File: config.mk
export PLATFORM = sky130hd
export DESIGN_NAME = mul_sequencer_flat
export DESIGN_NICKNAME = d
export VERILOG_FILES = /design/src/rtl/mul_sequencer_if.sv /design/src/rtl/mul_sequencer.sv /design/src/flat_wrapper.sv
export SDC_FILE = /design/constraint.sdc
export NUM_CORES = 1
export LEC_CHECK = 0
export BUFFER_PORTS_ARGS = -buffer_cell sky130_fd_sc_hd__buf_2
export CAP_MARGIN = 40
export CORE_ASPECT_RATIO = 0.7
export CORE_MARGIN = 3
export CORE_UTILIZATION = 40
export CTS_CLUSTER_DIAMETER = 30
export CTS_CLUSTER_SIZE = 16
export DETAILED_ROUTE_END_ITERATION = 7
export GPL_ROUTABILITY_DRIVEN = 0
export GPL_TIMING_DRIVEN = 0
export PLACE_DENSITY = 0.64
export SYNTH_ARGS = -nofsm -noshare
export SYNTH_HDL_FRONTEND = slang
export SYNTH_SLANG_ARGS = --single-unit
File: constraint.sdc
create_clock -name clk -period 4.35 [get_ports clk]
set_input_delay 0.2175 -clock clk [delete_from_list [all_inputs] [get_ports clk]]
set_output_delay 0.2175 -clock clk [all_outputs]
set_load 0.01 [all_outputs]
File: src/rtl/mul_sequencer_if.sv
// Request/response handshake bundle between issue logic, the multiply sequencer and writeback.
// master = issue/writeback side, slave = the sequencer.
interface mul_sequencer_if #(
  parameter int TAG_W = 5
);
  logic             req_valid;
  logic             req_ready;
  logic [1:0]       req_op;
  logic [31:0]      req_rs1;
  logic [31:0]      req_rs2;
  logic [TAG_W-1:0] req_tag;
  logic             resp_valid;
  logic             resp_ready;
  logic [31:0]      resp_data;
  logic [TAG_W-1:0] resp_tag;

  modport master (
    output req_valid, req_op, req_rs1, req_rs2, req_tag, resp_ready,
    input  req_ready, resp_valid, resp_data, resp_tag
  );

  modport slave (
    input  req_valid, req_op, req_rs1, req_rs2, req_tag, resp_ready,
    output req_ready, resp_valid, resp_data, resp_tag
  );
endinterface

File: src/rtl/mul_sequencer.sv
// Multi-cycle MUL/MULH/MULHSU/MULHU controller: 32 radix-2 partial products folded
// through a 3:2 carry-save compressor, then one 64-bit carry-propagate add.
module mul_sequencer #(
  parameter int TAG_W = 5
) (
  input  logic               clk,
  input  logic               rst,
  input  logic               flush,
  output logic               busy,
  mul_sequencer_if.slave     bus
);

  typedef enum logic [1:0] {
    IDLE,
    ACCUM,
    RESOLVE,
    DONE
  } state_t;

  state_t           state;
  logic [63:0]      sum_q;
  logic [63:0]      carry_q;
  logic [63:0]      a_ext_q;
  logic [31:0]      b_q;
  logic             b_signed_q;
  logic [1:0]       op_q;
  logic [TAG_W-1:0] tag_q;
  logic [4:0]       count_q;
  logic [31:0]      resp_data_q;
  logic [TAG_W-1:0] resp_tag_q;

  logic [63:0]      shifted;
  logic [63:0]      pp;
  logic [63:0]      sum_n;
  logic [63:0]      carry_n;
  logic [62:0]      maj;
  logic [63:0]      product;
  logic             inject;
  logic             a_signed;
  logic             zero_operand;

  assign bus.req_ready  = (state == IDLE) & ~rst & ~flush;
  assign bus.resp_valid = (state == DONE);
  assign bus.resp_data  = resp_data_q;
  assign bus.resp_tag   = resp_tag_q;
  assign busy           = (state != IDLE);

  assign a_signed     = (bus.req_op == 2'b01) | (bus.req_op == 2'b10);
  assign zero_operand = (bus.req_rs1 == 32'd0) | (bus.req_rs2 == 32'd0);

  // A signed multiplier's top bit weighs -2^31, so the last row is added as ~x + 1,
  // with the +1 slipped into the otherwise-empty carry bit 0.
  always_comb begin
    shifted = a_ext_q << count_q;
    inject  = (count_q == 5'd31) & b_signed_q & b_q[31];
    if (inject) begin
      pp = ~shifted;
    end else if (b_q[count_q]) begin
      pp = shifted;
    end else begin
      pp = 64'd0;
    end
    sum_n   = sum_q ^ carry_q ^ pp;
    maj     = (sum_q[62:0] & carry_q[62:0]) |
              (sum_q[62:0] & pp[62:0])      |
              (carry_q[62:0] & pp[62:0]);
    carry_n = {maj, inject};
    product = sum_q + carry_q;
  end

  always_ff @(posedge clk) begin
    if (rst) begin
      state       <= IDLE;
      sum_q       <= 64'd0;
      carry_q     <= 64'd0;
      a_ext_q     <= 64'd0;
      b_q         <= 32'd0;
      b_signed_q  <= 1'b0;
      op_q        <= 2'b00;
      tag_q       <= '0;
      count_q     <= 5'd0;
      resp_data_q <= 32'd0;
      resp_tag_q  <= '0;
    end else if (flush) begin
      state   <= IDLE;
      sum_q   <= 64'd0;
      carry_q <= 64'd0;
      count_q <= 5'd0;
    end else begin
      case (state)
        IDLE: begin
          if (bus.req_valid & bus.req_ready) begin
            op_q       <= bus.req_op;
            tag_q      <= bus.req_tag;
            a_ext_q    <= a_signed ? {{32{bus.req_rs1[31]}}, bus.req_rs1}
                                   : {32'd0, bus.req_rs1};
            b_q        <= bus.req_rs2;
            b_signed_q <= (bus.req_op == 2'b01);
            sum_q      <= 64'd0;
            carry_q    <= 64'd0;
            count_q    <= 5'd0;
            // Any zero operand makes the product zero; skip the accumulate entirely.
            if (zero_operand) begin
              resp_data_q <= 32'd0;
              resp_tag_q  <= bus.req_tag;
              state       <= DONE;
            end else begin
              state <= ACCUM;
            end
          end
        end
        ACCUM: begin
          sum_q   <= sum_n;
          carry_q <= carry_n;
          count_q <= count_q + 5'd1;
          if (count_q == 5'd31) begin
            state <= RESOLVE;
          end
        end
        RESOLVE: begin
          resp_data_q <= (op_q == 2'b00) ? product[31:0] : product[63:32];
          resp_tag_q  <= tag_q;
          state       <= DONE;
        end
        DONE: begin
          if (bus.resp_ready) begin
            state <= IDLE;
          end
        end
        default: begin
          state <= IDLE;
        end
      endcase
    end
  end

endmodule

File: src/flat_wrapper.sv
// flat-port wrapper written by rule: the top's interface ports become plain ports
module mul_sequencer_flat 
#(
  parameter int TAG_W = 5
)
  (clk, rst, flush, busy, bus_req_valid, bus_req_op, bus_req_rs1, bus_req_rs2, bus_req_tag, bus_resp_ready, bus_req_ready, bus_resp_valid, bus_resp_data, bus_resp_tag);
  mul_sequencer_if #(.TAG_W(TAG_W)) bus_i ();
  input  logic clk;
  input  logic rst;
  input  logic flush;
  output logic busy;
  input wire logic [$bits(bus_i.req_valid)-1:0] bus_req_valid;
  input wire logic [$bits(bus_i.req_op)-1:0] bus_req_op;
  input wire logic [$bits(bus_i.req_rs1)-1:0] bus_req_rs1;
  input wire logic [$bits(bus_i.req_rs2)-1:0] bus_req_rs2;
  input wire logic [$bits(bus_i.req_tag)-1:0] bus_req_tag;
  input wire logic [$bits(bus_i.resp_ready)-1:0] bus_resp_ready;
  output wire logic [$bits(bus_i.req_ready)-1:0] bus_req_ready;
  output wire logic [$bits(bus_i.resp_valid)-1:0] bus_resp_valid;
  output wire logic [$bits(bus_i.resp_data)-1:0] bus_resp_data;
  output wire logic [$bits(bus_i.resp_tag)-1:0] bus_resp_tag;
  assign bus_i.req_valid = bus_req_valid;
  assign bus_i.req_op = bus_req_op;
  assign bus_i.req_rs1 = bus_req_rs1;
  assign bus_i.req_rs2 = bus_req_rs2;
  assign bus_i.req_tag = bus_req_tag;
  assign bus_i.resp_ready = bus_resp_ready;
  assign bus_req_ready = bus_i.req_ready;
  assign bus_resp_valid = bus_i.resp_valid;
  assign bus_resp_data = bus_i.resp_data;
  assign bus_resp_tag = bus_i.resp_tag;
  mul_sequencer #(.TAG_W(TAG_W)) u_core (.clk(clk), .rst(rst), .flush(flush), .busy(busy), .bus(bus_i));
endmodule
== Yosys cells after proc, flatten, opt, wreduce, memory -nomap -nowiden ==
Index checks and enable logic that the tools add are counted.
Operators by class
  $add $sub $neg: 2
  $lt $le $gt $ge: 1
  eq/ne operators: 10
  shifts and indexed selects: 1
  mux-type cells: 22
  bitwise operators: 17
  reductions and logical operators: 12
Operators by type and width (count)
  64-bit two-way mux: 4
  64-bit one-hot mux with 2 select lines: 2
  63-bit bitwise AND: 3
  64-bit bitwise XOR: 2
  63-bit OR: 2
  32-bit two-way mux: 3
  64-bit adder: 1
  32-bit zero test: 2
  64-bit inverter: 1
  32-bit one-hot mux with 2 select lines: 1
  64-bit by 5-bit left shift with 64-bit output: 1
  5-bit one-hot mux with 2 select lines: 2
  5-bit two-way mux: 3
  2-bit two-way mux: 4
  2-bit one-hot mux with 4 select lines: 1
  2-bit == test, second input constant: 3
  5-bit by 6-bit less-than comparator with 1-bit output, second input constant: 1
  3-bit AND reduction: 2
  2-bit nonzero test: 3
  5-bit by 1-bit adder with 5-bit output, second input constant: 1
  1-bit bitwise AND: 5
  1-bit binary-select mux with 5-bit select: 1
  5-bit == test, second input constant: 1
  2-bit by 1-bit == test with 1-bit output, second input constant: 2
  9 further kinds: 14
Word-level totals
  register bits after elaboration: 276
  bits of input ports: 76
  output and inout port bits: 40
  word-level logic and storage cells: 76

== Longest topological paths before layout ==
  word-level depth: 8
  depth in mapped cells: 16
  mapped depth without buffers: 13

== Worst setup path after synthesis ==
No wires, ideal clock.
  path type: register -> register
  start point: register u_core.count_q[0]
  end point: register u_core.sum_q[45]
  setup time: 65 ps
  arrival: 3241 ps
  data required time: 4285 ps
  slack: 1044 ps
  cell stages (with the launch flop): 14
  clock period less this slack: 3306 ps
  cells stage by stage: dfxtp_1 > clkbuf_1 > buf_2 > mux4_2 > mux4_2 > nand2_1 > a21oi_1 > clkbuf_1 > clkbuf_1 > mux2i_1 > fa_1 > nor2_1 > a21oi_1 > nor2_1
Between the ends
  word-level cells in the longest chain between the ends: 6
  elaborated cells on any way between the ends: 11
  classes of those cells: eq/ne (1); shift (1); mux (5); bitwise (4)
Ends and longest elaborated chain
  from (decl): line mul_sequencer.sv:28  | logic [4:0] count_q;
  from (signal assigned): line mul_sequencer.sv:115  | count_q <= count_q + 5'd1;
  1-bit binary-select mux with 5-bit select or 5-bit == test (tied branches): line mul_sequencer.sv:58, mul_sequencer.sv:55
  1-bit two-way mux (implied by the code) or 1-bit bitwise AND (tied branches): line mul_sequencer.sv:58, mul_sequencer.sv:55
  64-bit two-way mux or 1-bit bitwise AND (tied branches): line mul_sequencer.sv:58, mul_sequencer.sv:55
  64-bit two-way mux (*): line mul_sequencer.sv:56  | if (inject) begin
  64-bit bitwise XOR (*): line mul_sequencer.sv:63  | sum_n = sum_q ^ carry_q ^ pp;
  64-bit one-hot mux with 2 select lines (*): line mul_sequencer.sv:90  | case (state)
  to (signal assigned): line mul_sequencer.sv:113  | sum_q <= sum_n;
  to (decl): line mul_sequencer.sv:21  | logic [63:0] sum_q;
Every way passes the cells marked *; elsewhere a longest branch is shown, timed or not. The select of a mux whose other input is x is not followed.
A chain may end at the register's enable or synchronous reset.

== Final worst setup path ==
  start point: register u_core.count_q[2]
  end point: register u_core.sum_q[55]
Same word-level chain as after synthesis.

==> summary.txt <==
RSZ-0062 raised after global routing = no
Critical R2R Launch = u_core.count_q[2]$_SDFFE_PP0P_
Setup Skew = 22.55 ps
Nets = 2,708
DIE WIDTH = 255.5 um
Setup TNS Final = 0 ps
Post-synth net total = 2,467
P per Cell Area = 334.2 nW/um^2
Area of the multi-input gates = 11,390 sq um
Dpl cell area = 18,750 sq um
Most used DFF post-synth = dfxtp_1
Synth warn = 0
Measured slew at the worst slew-check pin = 975.3 ps
Vias in the first global route = 16,880
Initial core utilization = 40.88%
Sw frac = 23.02%
Dpl ws = -67.94 ps
Worst hold path startpoint = flush
Pre-antenna DRT Iters = 6
Int Pwr = 5.543 mW
DRC viols = 0
Clock Sinks = 245
Finish-stage setup viols = 0
Core ar. = 42,640 sq um
Final setup margin = 241.6 ps
Area grow syn2layout = 23.59%
Avg WL per Cell = 19.35 um
Post-CTS setup buffer count = 0
Routed vias/inst = 5.640
Worst Setup End Kind = register
GRT Residual Overflow = 0
Cell Area, Synth = 17,430 sq um
Register bit total from synthesis = 245
Largest net degree at the start of global routing = 16
Crit path kind = register to register
Starting DRT DRC Count = 2,027
CP startpoint kind = register
Arr. time, crit path = 4550 ps
Most frequent cells in the layout = nor2_1 (363), a21oi_1 (323), nand2_1 (266)
Register area share after synthesis = 28.14%
Fraction of layout cells with a size suffix above 1 = 11.84%
Die footprint = 46,160 sq um
Total track usage = 25.78%
Vias = 17,640
Fin util = 50.52%
Peak supply drop = 0.2729 mV
Synth Instances = 2,256
Root Driver = clkbuf_16
Max Cap Violations = 0
Leakage = 7.585 nW
Sequential share of power = 31.8%
FF-to-FF End = u_core.sum_q[55]$_SDFFE_PP0P_
Worst-Skew Late Latency = 580 ps
Fraction of registers with async set/reset = 0%
Worst rel slew slack = 34.48%
Clk network pwr share = 63.3%
Fin crit share = 94.45%
Worst hold stages = 4
# IOs = 116
Hpwl dp = 46,860 um
Die height = 180.7 um
Port Buffers = 114
Syn Area/Cell = 7.727 sq um
Clk pin slew, worst setup/hold paths = 50 ps
Fin. max-slew vios = 0
Most common cell after layout, fill and taps aside = nor2_1
Fin area = 21,540 sq um
R2R setup slack = 240 ps
Hold worst-path end = u_core.bus.resp_data[0]$_SDFFE_PP0P_
Worst Hold Class = input pin to register
TritonCTS clock tree = built
Row count = 63
Period minus WS final = 4108 ps
Sw power = 1.658 mW
Cells on worst reg2reg path = 14
Synth cell types = 75
Post-synth EDFFs = 0
Critical path data required time = 4790 ps
# fillers = 4,025
CP max FO = 10
Routed Antenna Nets = 0
Peak Freq = 0.2434 GHz
Clk buf depth = 3
H-Tree Depth = 2
Final hold vios = 0
Combinational share of power = 4.8%
Initial antenna violation count = 1
Status = finished clean
Total Wirelength = 60,510 um
First-pass GRT wire length = 95,070 um
TritonCTS Buffers = 54
FF+latch area = 4905 sq um
power groups by stage:
stage | Clock, mW | Sequential (mW) | Combinational, mW
4_1_cts | 4.59 | 2.29 | 0.339
3_5_place_dp | 0 | 2.34 | 0.288
3_3_place_gp | 0 | 2.33 | 0.281
2_1_floorplan | 0 | 2.33 | 0.166
5_1_grt | 4.72 | 2.29 | 0.377
6_report | 4.56 | 2.29 | 0.349
synthesized netlist by cell type (25+ instances only):
cell	count	area, sq um
a21o_1	40	300.3
a22oi_1	25	187.7
mux4_2	29	653.1
fa_1	63	1261
ha_1	72	900.9
inv_1	153	574.3
xnor2_1	30	262.8
a21oi_1	323	1617
o21ai_1	32	160.2
nor2_1	363	1363
nand2_1	266	998.5
mux2i_1	116	1161
o21ai_0	43	215.2
dfxtp_1	245	4905
clkbuf_1	134	503.0
flip-flops by register name (all words and copies together) (netlist names):
register	count
u_core.b_signed_q	1
u_core.state	2
u_core.op_q	2
u_core.bus.resp_data	32
u_core.carry_q	64
u_core.bus.resp_tag	5
u_core.a_ext_q	33
u_core.b_q	32
u_core.count_q	5
u_core.tag_q	5
u_core.sum_q	64
metrics by stage:
| stage | hold slack, ps | cells | total power, mW |
|---|---|---|---|
| after global placement | 440.0 | 2955 | 2.615 |
| after CTS | 106.5 | 3128 | 7.225 |
| final | 134.9 | 3128 | 7.201 |
| after global routing | 128.7 | 3128 | 7.388 |
| after floorplan | 353.5 | 2256 | 2.494 |
| after detailed placement | 445.6 | 2956 | 2.623 |
area by class of cell:
class / count / area share [%]
multi-input combinational: 1704 / 52.89
sequential: 245 / 22.77
clock buffer: 64 / 6.818
timing repair buffer: 186 / 6.017
tap: 585 / 3.398
buffer: 151 / 2.736
inverter: 155 / 2.701
clock inverter: 37 / 2.666
antenna: 1 / 0.01162
metal layers:
metal	vias to the layer above	global-route usage (%)	share of wire, %
met5	-	0	0
met4	0	7.109	2.5
met3	107	5.689	9.9
met2	845	39.08	42
met1	8448	36.92	45
li1	8241	-	-
repair_timing:
| action | in CTS | in global routing |
|---|---|---|
| endpoints found under the setup margin | 9 | 90 |
| resized for setup | 3 | 23 |
| hold buffers | 71 | 0 |
| endpoints found under the hold margin | 75 | 0 |
worst max-delay path by stage:
stage                              startpoint                       endpoint  slack, ps  cells past startpoint
6_report       u_core.count_q[2]$_SDFFE_PP0P_  u_core.sum_q[55]$_SDFFE_PP0P_        240                     14
5_1_grt        u_core.count_q[2]$_SDFFE_PP0P_  u_core.sum_q[20]$_SDFFE_PP0P_         10                     13
4_1_cts        u_core.count_q[0]$_SDFFE_PP0P_  u_core.sum_q[18]$_SDFFE_PP0P_         10                     13
3_5_place_dp   u_core.count_q[0]$_SDFFE_PP0P_  u_core.sum_q[19]$_SDFFE_PP0P_        -70                     14
3_3_place_gp   u_core.count_q[0]$_SDFFE_PP0P_  u_core.sum_q[19]$_SDFFE_PP0P_        -40                     14
2_1_floorplan  u_core.count_q[0]$_SDFFE_PP0P_  u_core.sum_q[45]$_SDFFE_PP0P_       1040                     13
critical path, stage by stage, from the launching register on:
cell and delay [ps]:
dfxtp_1 290, clkbuf_1 220, clkbuf_2 270, clkbuf_2 250
and3_1 200, ha_1 200, and3_1 240, a21oi_1 440
clkbuf_2 340, clkbuf_1 410, mux2i_1 270, fa_1 530
nor2_1 50, a21oi_1 170, nor2_1 60
logic make-up (layout without fill, tap and decap cells):
logic type | count (synthesis) | count (layout) | synth area share [%]
other | 0 | 1 | 0
xor gates and xnor gates | 53 | 53 | 2.663
buffers and inverters | 307 | 593 | 6.654
adders and majority gates | 135 | 135 | 12.40
DFF | 245 | 245 | 28.14
and+or+nand+nor | 759 | 759 | 18.10
muxes | 169 | 169 | 11.96
AOI/OAI and AO/OA | 588 | 588 | 20.08
Note: power is estimated with default switching activity, not from simulation.
